### src/rtl/microwave_pkg.sv
// Shared types and constants for the microwave cook-timer sequencer.
// Cook time is held as three BCD digits: minutes, tens of seconds and ones of seconds.
package microwave_pkg;

  typedef enum logic [1:0] {
    IDLE  = 2'd0,
    COOK  = 2'd1,
    PAUSE = 2'd2,
    DONE  = 2'd3
  } state_t;

  typedef logic [3:0] bcd_t;

  localparam bcd_t MAX_DIGIT = 4'd9;
  localparam bcd_t MAX_TENS  = 4'd5;

  // A new key shifts the current ones digit into tens, so that digit must still be a legal tens value.
  function automatic logic key_legal(input bcd_t digit, input bcd_t cur_ones);
    return (digit <= MAX_DIGIT) && (cur_ones <= MAX_TENS);
  endfunction

endpackage

### src/rtl/keypad_preset_reg.sv
// Three-digit keypad shift register holding the cook-time preset (m:ts:os).
// Illegal keys are dropped so the tens digit never exceeds five.
module keypad_preset_reg
  import microwave_pkg::*;
(
  input  logic clk,
  input  logic clear,
  input  logic sync_clr,
  input  logic shift_en,
  input  bcd_t key_digit,
  output bcd_t ones,
  output bcd_t tens,
  output bcd_t mins
);

  always_ff @(posedge clk or posedge clear) begin
    if (clear) begin
      ones <= '0;
      tens <= '0;
      mins <= '0;
    end else if (sync_clr) begin
      ones <= '0;
      tens <= '0;
      mins <= '0;
    end else if (shift_en && key_legal(key_digit, ones)) begin
      mins <= tens;
      tens <= ones;
      ones <= key_digit;
    end
  end

endmodule

### src/rtl/microwave_timer_ctrl.sv
// Cook-timer sequencer: keypad preset capture, countdown enable, door/stop pauses,
// zero detection, magnetron drive and end-of-cook beep timing.
module microwave_timer_ctrl
  import microwave_pkg::*;
#(
  parameter int BEEP_SECS = 3
) (
  input  logic       clk,
  input  logic       clear,
  input  logic       tick_1hz,
  input  logic       key_valid,
  input  logic [3:0] key_digit,
  input  logic       start,
  input  logic       stop_clear,
  input  logic       door_closed,
  input  logic       zero_ones,
  input  logic       zero_tens,
  input  logic       zero_mins,
  output logic [3:0] preset_ones,
  output logic [3:0] preset_tens,
  output logic [3:0] preset_mins,
  output logic       load_n,
  output logic       count_en,
  output logic       counter_clear_n,
  output logic       magnetron_on,
  output logic       done_beep,
  output logic [1:0] state_dbg
);

  localparam logic [3:0] BEEP_INIT = 4'(BEEP_SECS);

  state_t     state;
  state_t     nxt;
  logic [3:0] beep_cnt;
  logic       all_zero;
  logic       preset_zero;
  logic       clr_req;
  logic       key_shift;
  logic       preset_clr;

  assign all_zero    = zero_ones & zero_tens & zero_mins;
  assign preset_zero = (preset_ones == 4'd0) && (preset_tens == 4'd0) && (preset_mins == 4'd0);
  assign clr_req     = stop_clear && ((state == IDLE) || (state == PAUSE));
  assign key_shift   = (state == IDLE) && key_valid && !stop_clear && !start;
  assign preset_clr  = clr_req || ((state == COOK) && (nxt == DONE));
  assign count_en    = (state == COOK) & tick_1hz & door_closed & ~all_zero;
  assign state_dbg   = state;

  keypad_preset_reg u_preset (
    .clk       (clk),
    .clear     (clear),
    .sync_clr  (preset_clr),
    .shift_en  (key_shift),
    .key_digit (key_digit),
    .ones      (preset_ones),
    .tens      (preset_tens),
    .mins      (preset_mins)
  );

  // Stop/door requests outrank completion so an open door always pauses first.
  always_comb begin
    nxt = state;
    unique case (state)
      IDLE: begin
        if (!stop_clear && start && door_closed && !preset_zero) nxt = COOK;
      end
      COOK: begin
        if (stop_clear || !door_closed) nxt = PAUSE;
        else if (all_zero)              nxt = DONE;
      end
      PAUSE: begin
        if (stop_clear)                nxt = IDLE;
        else if (start && door_closed) nxt = COOK;
      end
      DONE: begin
        if (stop_clear)                             nxt = IDLE;
        else if (tick_1hz && (beep_cnt <= 4'd1))    nxt = IDLE;
      end
      default: nxt = IDLE;
    endcase
  end

  // Moore outputs are registered from the next state so they align with the state register.
  always_ff @(posedge clk or posedge clear) begin
    if (clear) begin
      state           <= IDLE;
      beep_cnt        <= 4'd0;
      counter_clear_n <= 1'b1;
      magnetron_on    <= 1'b0;
      done_beep       <= 1'b0;
      load_n          <= 1'b0;
    end else begin
      state           <= nxt;
      counter_clear_n <= !clr_req;
      magnetron_on    <= (nxt == COOK);
      done_beep       <= (nxt == DONE);
      load_n          <= (nxt != IDLE);
      if ((state != DONE) && (nxt == DONE)) begin
        beep_cnt <= BEEP_INIT;
      end else if (state == DONE) begin
        if (nxt != DONE)   beep_cnt <= 4'd0;
        else if (tick_1hz) beep_cnt <= beep_cnt - 4'd1;
      end
    end
  end

endmodule

### config.mk
export PLATFORM = sky130hd
export DESIGN_NAME = microwave_timer_ctrl
export DESIGN_NICKNAME = d
export VERILOG_FILES = /design/src/rtl/microwave_pkg.sv /design/src/rtl/keypad_preset_reg.sv /design/src/rtl/microwave_timer_ctrl.sv
export SDC_FILE = /design/constraint.sdc
export NUM_CORES = 1
export LEC_CHECK = 0
export ABC_AREA = 1
export BUFFER_PORTS_ARGS = -buffer_cell sky130_fd_sc_hd__buf_2
export CAP_MARGIN = 10
export CELL_PAD_IN_SITES_DETAIL_PLACEMENT = 1
export CELL_PAD_IN_SITES_GLOBAL_PLACEMENT = 1
export CORE_ASPECT_RATIO = 0.75
export CORE_MARGIN = 3
export CORE_UTILIZATION = 36
export DETAILED_ROUTE_END_ITERATION = 10
export PLACE_DENSITY = 0.85
export SETUP_SLACK_MARGIN = 0.15
export SLEW_MARGIN = 10
export SYNTH_ARGS = -nofsm -noshare
export SYNTH_HDL_FRONTEND = slang
export SYNTH_SLANG_ARGS = --single-unit
### constraint.sdc
create_clock -name clk -period 1.85 [get_ports clk]
set_input_delay 0.0925 -clock clk [delete_from_list [all_inputs] [get_ports clk]]
set_output_delay 0.0925 -clock clk [all_outputs]
set_load 0.1 [all_outputs]
# Word-level counts from Yosys, hierarchy flattened
# Index checks and enable logic that the tools add are counted.
[classes] n_mux=18 n_eq_ne=7 shifts=0 add_sub_neg=1 reduce_logical=32 order_cmp=3 n_div=0 multipliers=0 n_bitwise=6
[ops] op="$mux 4" count=10
[ops] op="$logic_and 1x1->1" count=15
[ops] op="$mux 2" count=7
[ops] op="$logic_not 4->1" count=3
[ops] op="$pmux 2 s4" count=1
[ops] op="$eq 2x2->1 const B" count=3
[ops] op="$reduce_bool 2->1" count=3
[ops] op="$and 1x1->1" count=5
[ops] op="$logic_not 1->1" count=5
[ops] op="$eq 2x1->1 const B" count=2
[ops] op="$le 4x1->1 const B" count=1
[ops] op="$le 4x3->1 const B" count=1
[ops] op="$le 4x4->1 const B" count=1
[ops] op="$ne 2x2->1 const B" count=2
[ops] op="$sub 4x1->4 const B" count=1
[ops] op="$logic_or 1x1->1" count=3
[ops] op="$reduce_bool 3->1" count=1
[ops] op="$logic_not 2->1" count=1
[ops] op="$reduce_and 2->1" count=1
[ops] op="$not 1->1" count=1
[totals] elab_cells=76 mem_bits_rw=0 mem_count=0 latchBits=0 rom_bits=0 reg_bits=22 in_bits=14

# Depth between registers and ports, before layout
# Gate-level depths: netlist (run 1).
[logic_depth] depth_word=11 depth_mapped=11 depth_no_buf=11

# Hierarchy
# A second synthesis (run 1) with hierarchy kept.
[hier_totals] cells_unflattened=171 hier_area_um2=1263.7
[by_module_without_submodules] module="microwave_timer_ctrl" n_inst=1 seq_area_each_um2=251.5 cells_each=90 area_per_inst_um2=650.6
[by_module_without_submodules] module="keypad_preset_reg" n_inst=1 seq_area_each_um2=300.3 cells_each=81 area_per_inst_um2=613.1

# Least setup slack after synthesis (run 1)
# OpenSTA, ideal clock, no wires.
[synth_path] kind="flip-flop to output port" startpoint="register state[0] (netlist: state_dbg[0])" endpoint="output count_en" n_path_buf=0 required_ns=1.757 path_stages_with_launch=5 slack_ns=-2.405 t_arrival_ns=4.162 cell_sequence="dfrtp_1 > inv_2 > nor2_1 > inv_1 > nor4_1"
[synth_via] elab_chain_len=4
[synth_rtl] item="from (decl)" line="microwave_timer_ctrl.sv:32" source="state_t state;"
[synth_rtl] item="from (signal assigned)" line="microwave_timer_ctrl.sv:93" source="state <= nxt;"
[synth_rtl] item="$eq 2x1->1" line="microwave_timer_ctrl.sv:46" source="assign count_en = (state == COOK) & tick_1hz & door_closed & ~all_zero;"
[synth_rtl] item="$and 1x1->1 (3 in series)" line="microwave_timer_ctrl.sv:46"
[synth_rtl] item="to (decl)" line="microwave_timer_ctrl.sv:23" source="output logic count_en,"
# No other way between the ends.

# Final worst setup path (run 1)
[layout_path] startpoint="register beep_cnt[1]" endpoint="register u_preset.mins[3]"
[layout_via] elab_chain_len=9
[layout_rtl] item="from (decl)" line="microwave_timer_ctrl.sv:34" source="logic [3:0] beep_cnt;"
[layout_rtl] item="from (signal assigned)" line="microwave_timer_ctrl.sv:102" source="else if (tick_1hz) beep_cnt <= beep_cnt - 4'd1;"
[layout_rtl] item="$le 4x1->1 *" line="microwave_timer_ctrl.sv:77" source="else if (tick_1hz && (beep_cnt <= 4'd1)) nxt = IDLE;"
[layout_rtl] item="$logic_and 1x1->1 *" line="microwave_timer_ctrl.sv:77"
[layout_rtl] item="$mux 2 *" line="microwave_timer_ctrl.sv:77"
[layout_rtl] item="$mux 2 *" line="microwave_timer_ctrl.sv:76" source="if (stop_clear) nxt = IDLE;"
[layout_rtl] item="$pmux 2 s4 *" line="microwave_timer_ctrl.sv:63" source="unique case (state)"
[layout_rtl] item="net nxt[1]" line="microwave_timer_ctrl.sv:33" source="state_t nxt;"
[layout_rtl] item="$eq 2x2->1 *" line="microwave_timer_ctrl.sv:45" source="assign preset_clr = clr_req || ((state == COOK) && (nxt == DONE));"
[layout_rtl] item="$logic_and 1x1->1 *" line="microwave_timer_ctrl.sv:45"
[layout_rtl] item="$logic_or 1x1->1 *" line="microwave_timer_ctrl.sv:45"
[layout_rtl] item="$mux 4 or $reduce_bool 2->1 (tied branches)"
[layout_rtl] item="to (signal assigned)" line="keypad_preset_reg.sv:26" source="mins <= tens;"
[layout_rtl] item="to (decl)" line="keypad_preset_reg.sv:13" source="output bcd_t mins"
# Mark *: on every way through the listed nets, which the timed path passes. The rest lies on a longest branch.
# A chain may end at the register's enable or synchronous reset.

==> impl_results.md, run 1 <==
* Core area at 3080 um2
* Fin crit share at 89.0%
* Largest cells by area after synthesis: dfrtp_1 (43%), nand2_1 (15%), inv_1 (8.7%)
* R2R Path End: u_preset.mins[3]$_DFFE_PP0P_
* Final core utilization at about 55%
* Switching part of the total at 29.1%
* Clk sink count at 22
* Clock share of power at roughly 31%
* Ratio of cells with drive above 1 in the final layout at about two fifths
* Vias in the first global route at around 1300
* Post-synth top flop: dfrtp_1
* Synth cell count leaders: nand2_1 (49), inv_1 (28), nor2_1 (27)
* Buffers added on ports at 32
* Total negative slack at 0 ns
* Routed WL at roughly 3.8 mm
* Post-DP HPWL at ~2.7 mm
* Final Worst Setup Slack at a little over 0.2 ns
* Status: completed
* Max Fanout on Critical Path at 6
* Hold/Removal Path Class: in2reg
* Fill count at 399
* Psw at about 310 uW
* Share of the synthesized area in the top cell type at 43.3%
* MaxCap Viol Count at 0
* Initial antenna violation count at 0
* Reg-to-reg slack, setup at 0.20 ns
* First-pass GRT wire length at between 6 and 7 mm
* # DRC at 0
* Least-Margin Pin Slew at between 0.4 and 0.5 ns
* Family with the most delay on the worst path: simple AND/OR/NAND/NOR gates
* Worst vdd ir at roughly 0.56 mV
* Clk slew on worst S/H paths at about 0.07 ns
* Final setup violation count at 0
* Cells after synthesis at approximately 170
* Max-slew violations at 0
* Ant diodes at 0
* Pre-Repair DR Iteration Count at 4
* Slew headroom at about 68%
* CTS tree: built
* RSZ-0062 raised after global routing: true
* Setup CP Type: reg2reg
* Crit path capture type: flip-flop
* CP Launch Type: flip-flop
* Worst EP arrival at between 1.5 and 2 ns
* DRT antenna net count at 0
* Hold endpoint: counter_clear_n$_DFF_PP1_
* Pwr/cell area at 640 nW/um2
* Max Freq at around 0.61 GHz
* Via-to-Cell Ratio at approximately 5.0
* Die Area at roughly 4000 um2
* Final layout net count at 228
* Sequential-to-total area share from yosys stat at 45.5%
* Internal power at between 700 and 800 uW
* Min-delay src: stop_clear
* Clock root cell: clkbuf_8
* Reg-to-reg startpoint: beep_cnt[1]$_DFFE_PP0P_
* Top Ports at 33
* Mean Syn Cell Area at between 7 and 8 um2
* CP peak stage delay at just under 0.4 ns
* DR iter-0 viols at 60
* Grt ovf at 0
* Hold Path Depth at 2
* Total Routing Usage GR at 19.7%
* Synth-to-Final Area Change at 38.8%
* Post-synthesis cell type count at 23
* CTS buffer count at 3
* Row cnt at 17
* Top-count cell post-synth: nand2_1
* DR WL/cell at about 15 um
* Async set or reset register ratio after synthesis at between 90% and 100%
* Leak pwr at roughly 0.00091 uW
* Post-Syn Nets at roughly 180
* H-tree depth at 1
* Final Hold Viols at 0
* Synth warn at 0
* Largest net degree at the start of global routing at 23
* GPL Wtd Cong at around 0.90
* Flop pwr share at a little under half
* Worst Setup Slack post-DPL at roughly 0.13 ns
* Chip Width at ~73 um
* Register bit total from synthesis at 22
* Initial cell density of the core at approximately two fifths
* Crit-path cells: inv_2, ha_4, inv_1, nand2_1, nand3_2, nand2_2, nand3_4, nand3_4, o21ai_4, buf_6, nor2_1
* WP data required at about 2.0 ns
* Post-Syn Area at 1210 um2
* Clk_skew at between 0.001 and 0.0015 ns
* Clock period minus worst slack at approximately 1.6 ns
* Cell taking the most area after synthesis: dfrtp_1
* Gate power share at 21.5%
* Tot Pwr at around 1100 uW
* WP buf/inv at 3
* Critical path's slowest cell: dfrtp_1
* EDFF count, synth at 0
* Clock latency on the worst-skew pair at between 0.2 and 0.3 ns
* Die Ht at between 50 and 60 um
* Clock Path Buffers at 2
* Via Count at around 1200
* Cells on worst reg2reg path at 11
* Most used cell, CP: nand3_4
worst reg2reg max path: cells and delay by family, from the launching register on:
| kind | cells | cell delay (ns) |
|---|---|---|
| adder cells (fa/ha/maj) | 1 | 0.15 |
| flip-flops | 1 | 0.39 |
| buffers and inverters | 3 | 0.29 |
| AND/OR/NAND/NOR | 6 | 0.53 |
| AO/OA/AOI/OAI | 1 | 0.17 |
power groups by stage:
stage | Combinational [uW] | Sequential (uW) | Clock (uW)
5_1_grt | 255 | 511 | 381
4_1_cts | 196 | 505 | 351
2_1_floorplan | 87.2 | 558 | 0
3_5_place_dp | 181 | 516 | 0
3_3_place_gp | 174 | 514 | 0
6_report | 232 | 508 | 338
flip-flops by register name (all words and copies together), names as in the netlist:
| name | flops |
|---|---|
| u_preset.mins | 4 |
| u_preset.tens | 4 |
| magnetron_on | 1 |
| done_beep | 1 |
| beep_cnt | 4 |
| load_n | 1 |
| state_dbg | 2 |
| u_preset.ones | 4 |
| counter_clear_n | 1 |
metrics by stage:
stage,hold WS (ns),area (um2),std cells
5_1_grt,0.146,1680,249
2_1_floorplan,0.0802,1260,168
3_5_place_dp,0.147,1480,238
3_3_place_gp,0.132,1480,238
4_1_cts,0.102,1580,245
6_report,0.129,1680,249
how the worst max path moves through the flow:
stage	from	end	slack, ns	depth (start not counted)
after global placement	beep_cnt[0]$_DFFE_PP0P_	u_preset.tens[0]$_DFFE_PP0P_	0.24	11
final	beep_cnt[1]$_DFFE_PP0P_	u_preset.mins[3]$_DFFE_PP0P_	0.20	11
after floorplan	state_dbg[0]$_DFF_PP0_	count_en	-0.06	4
after detailed placement	beep_cnt[0]$_DFFE_PP0P_	u_preset.ones[0]$_DFFE_PP0P_	0.13	11
after global routing	beep_cnt[1]$_DFFE_PP0P_	u_preset.tens[1]$_DFFE_PP0P_	0.07	11
after CTS	beep_cnt[0]$_DFFE_PP0P_	u_preset.ones[0]$_DFFE_PP0P_	0.16	11
timing repair:
| action | 4_1_cts | 5_1_grt |
|---|---|---|
| gates resized for setup | 6 | 20 |
| hold buffers | 1 | 0 |
| setup buffers | 1 | 4 |
| endpoints found under the setup margin | 12 | 17 |
| cloned | 1 | 0 |
| pin swaps | 3 | 9 |
| hold endpoints to repair | 21 | 0 |
placed cells by master, fill, tap and decap left out, types with 2 or more instances in the layout:
cell	netlist	routed
clkbuf_8	0	4
nand3_1	19	18
nand2_2	0	3
o21ai_0	3	3
ha_4	0	2
nand2_1	49	45
dfrtp_2	0	13
dfrtp_4	0	2
buf_6	1	3
nor2_4	0	3
inv_2	1	4
dfrtp_1	21	6
inv_1	28	24
nand4_1	3	3
nand3_4	1	2
nor2_1	27	24
nor4_4	0	2
buf_4	0	7
buf_2	1	31
layer usage:
layer	track usage [%]	part of all wire (%)	up-vias
met5	0	0	-
met3	5.19	3.9	12
met4	4.74	2.6	0
li1	-	-	600
met2	32.4	50	23
met1	25.6	44	614
cell type report:
| class | instances | area (um2) | area share, % |
|---|---|---|---|
| clock buffer | 4 | 55.1 | 3.27 |
| inverter | 29 | 111 | 6.61 |
| multi-input combinational | 113 | 636 | 37.7 |
| sequential | 22 | 576 | 34.2 |
| tap | 38 | 47.5 | 2.82 |
| timing repair buffer | 43 | 259 | 15.4 |
logic make-up after synthesis:
kind of cell | share of synthesized area (%)
AOI/OAI and AO/OA | 1.96
xor gates and xnor gates | 1.44
adders and majority gates | 2.06
buffers and inverters | 10.9
DFF | 45.5
and+or+nand+nor | 38.1
(Power assumes the default switching activity.)
==> run 2, diff against run 1 <==
Clock period 1.85 ns to 1.8 ns, I/O delays scaled along.
==> impl_results.md, run 2 (synthesis results as in run 1) <==
* Vias in the first global route at 1276
* Slew headroom at between 60% and 70%
* Clk sink count at 22
* Die Ht at 56.3 um
* R2R Path End: beep_cnt[3]$_DFFE_PP0P_
* Die Area at slightly above 4000 um2
* Leak pwr at 0.000934 uW
* Via Count at roughly 1300
* Synth-to-Final Area Change at 43.1%
* Status: completed
* Buffers added on ports at 32
* # DRC at 0
* Ant diodes at 0
* H-tree depth at 1
* Core area at 3080 um2
* Max Freq at 0.611 GHz
* Critical Path Sink: beep_cnt[3]$_DFFE_PP0P_
* Commonest non-fill, non-tap cell in the layout: nand2_1
* Row cnt at 17
* Fin crit share at 90.9%
* Pre-Repair DR Iteration Count at 4
* Reg-to-reg startpoint: beep_cnt[1]$_DFFE_PP0P_
* Worst vdd ir at between 0.6 and 0.7 mV
* CTS tree: built
* First-pass GRT wire length at just over 6 mm
* Chip Width at 73.0 um
* Clock latency on the worst-skew pair at about 0.27 ns
* Least-Margin Pin Slew at 0.512 ns
* Pwr/cell area at ~660 nW/um2
* Placed Cells at about 240
* Clock Path Buffers at 2
* Routed WL at roughly 4.4 mm
* Clock period minus worst slack at roughly 1.6 ns
* Worst setup path startpoint: beep_cnt[1]$_DFFE_PP0P_
* Cells on worst reg2reg path at 12
* DR WL/cell at between 15 and 20 um
* Initial cell density of the core at around 40%
* Total negative slack at 0 ns
* Hold/Removal Path Class: in2reg
* Via-to-Cell Ratio at 5.10
* Top Ports at 33
* Clk_skew at between 0.004 and 0.005 ns
* Setup CP Type: reg2reg
* GPL Wtd Cong at 0.897
* Non-Filler Instances at about 250
* CTS buffer count at 3
* Final layout net count at 231
* DRT antenna net count at 0
* RSZ-0062 raised after global routing: true
* WP data required at slightly below 2 ns
* DR iter-0 viols at 44
* Clk slew on worst S/H paths at 0.08 ns
* Reg-to-reg slack, setup at around 0.16 ns
* Grt ovf at 0
* MaxCap Viol Count at 0
* Final Hold Viols at 0
* Ratio of cells with drive above 1 in the final layout at around 45%
* Max Fanout on Critical Path at 4
* Final setup violation count at 0
* Clock root cell: clkbuf_8
* Total Routing Usage GR at roughly a fifth
* Worst EP arrival at ~1.8 ns
* Max-slew violations at 0
* CP Launch Type: flip-flop
* Crit path capture type: flip-flop
* Commonest cells after routing, fill and taps aside: nand2_1 (44), buf_2 (32), inv_1 (22)
* Largest net degree at the start of global routing at 23
* Initial antenna violation count at 0
* Post-DP HPWL at about 2.7 mm
## run 2: timing repair
item | in CTS | in global routing
gates cloned | 1 | 1
hold buffers | 1 | 0
resized for setup | 9 | 29
endpoints found under the hold margin | 21 | 0
pin swaps | 4 | 6
endpoints found under the setup margin | 17 | 16
buffers inserted | 4 | 3
## run 2: worst min path at each step
stage                  from                           end  slack [ns]  depth (start not counted)
5_1_grt        key_digit[0]  u_preset.ones[0]$_DFFE_PP0P_        0.15                          5
3_3_place_gp          clear       beep_cnt[2]$_DFFE_PP0P_        0.13                          3
6_report       key_digit[0]  u_preset.ones[0]$_DFFE_PP0P_        0.14                          5
4_1_cts          stop_clear     counter_clear_n$_DFF_PP1_        0.11                          2
3_5_place_dp          clear       beep_cnt[2]$_DFFE_PP0P_        0.14                          3
2_1_floorplan         clear       beep_cnt[0]$_DFFE_PP0P_        0.08                          1
## run 2: worst max-delay path, cell delays in order, from the launching register on
cell and delay (ns):
dfrtp_1 0.40, inv_2 0.12, ha_4 0.15, inv_2 0.04
nand2_2 0.07, nand3_4 0.09, nand2_2 0.12, nand3_4 0.10
nand3_4 0.13, buf_4 0.13, nor2_2 0.03, nand2_1 0.07
nand2_1 0.08
## run 2: where the power goes
| part | total [uW] | switching [uW] | internal (uW) | leakage [uW] |
|---|---|---|---|---|
| combinational | 257 | 169 | 87.3 | 0.000629 |
| sequential | 522 | 13.5 | 508 | 0.000276 |
| clock | 366 | 171 | 195 | 0.0000288 |
| total | 1150 | 354 | 791 | 0.000934 |
## run 2: stage by stage
step	utilization, %	hold WS (ns)	worst slack, ns	cell area (um2)	total power (uW)
after global routing	56.3	0.154	0.0456	1740	1210
after floorplan	-	0.0777	-0.112	1260	663
after global placement	47.8	0.128	0.188	1480	707
after CTS	52.1	0.111	0.154	1610	1100
after detailed placement	47.8	0.144	0.101	1480	714
final	56.3	0.138	0.163	1740	1150
## run 2: metal layers
metal	vias to the layer above	global-route usage (%)	wire (um)
li1	609	-	-
met1	631	25.4	1850
met2	36	31.3	2180
met3	10	5.19	222
met4	0	3.16	106
met5	-	0	0
## run 2: area by class of cell
type	instances	area, um2
flip-flops and latches	22	576
fillers	384	1350
multi-input cells	113	668
well taps	38	47.5
repair buffers	46	279
clock buffers	4	55.1
inverters	29	111
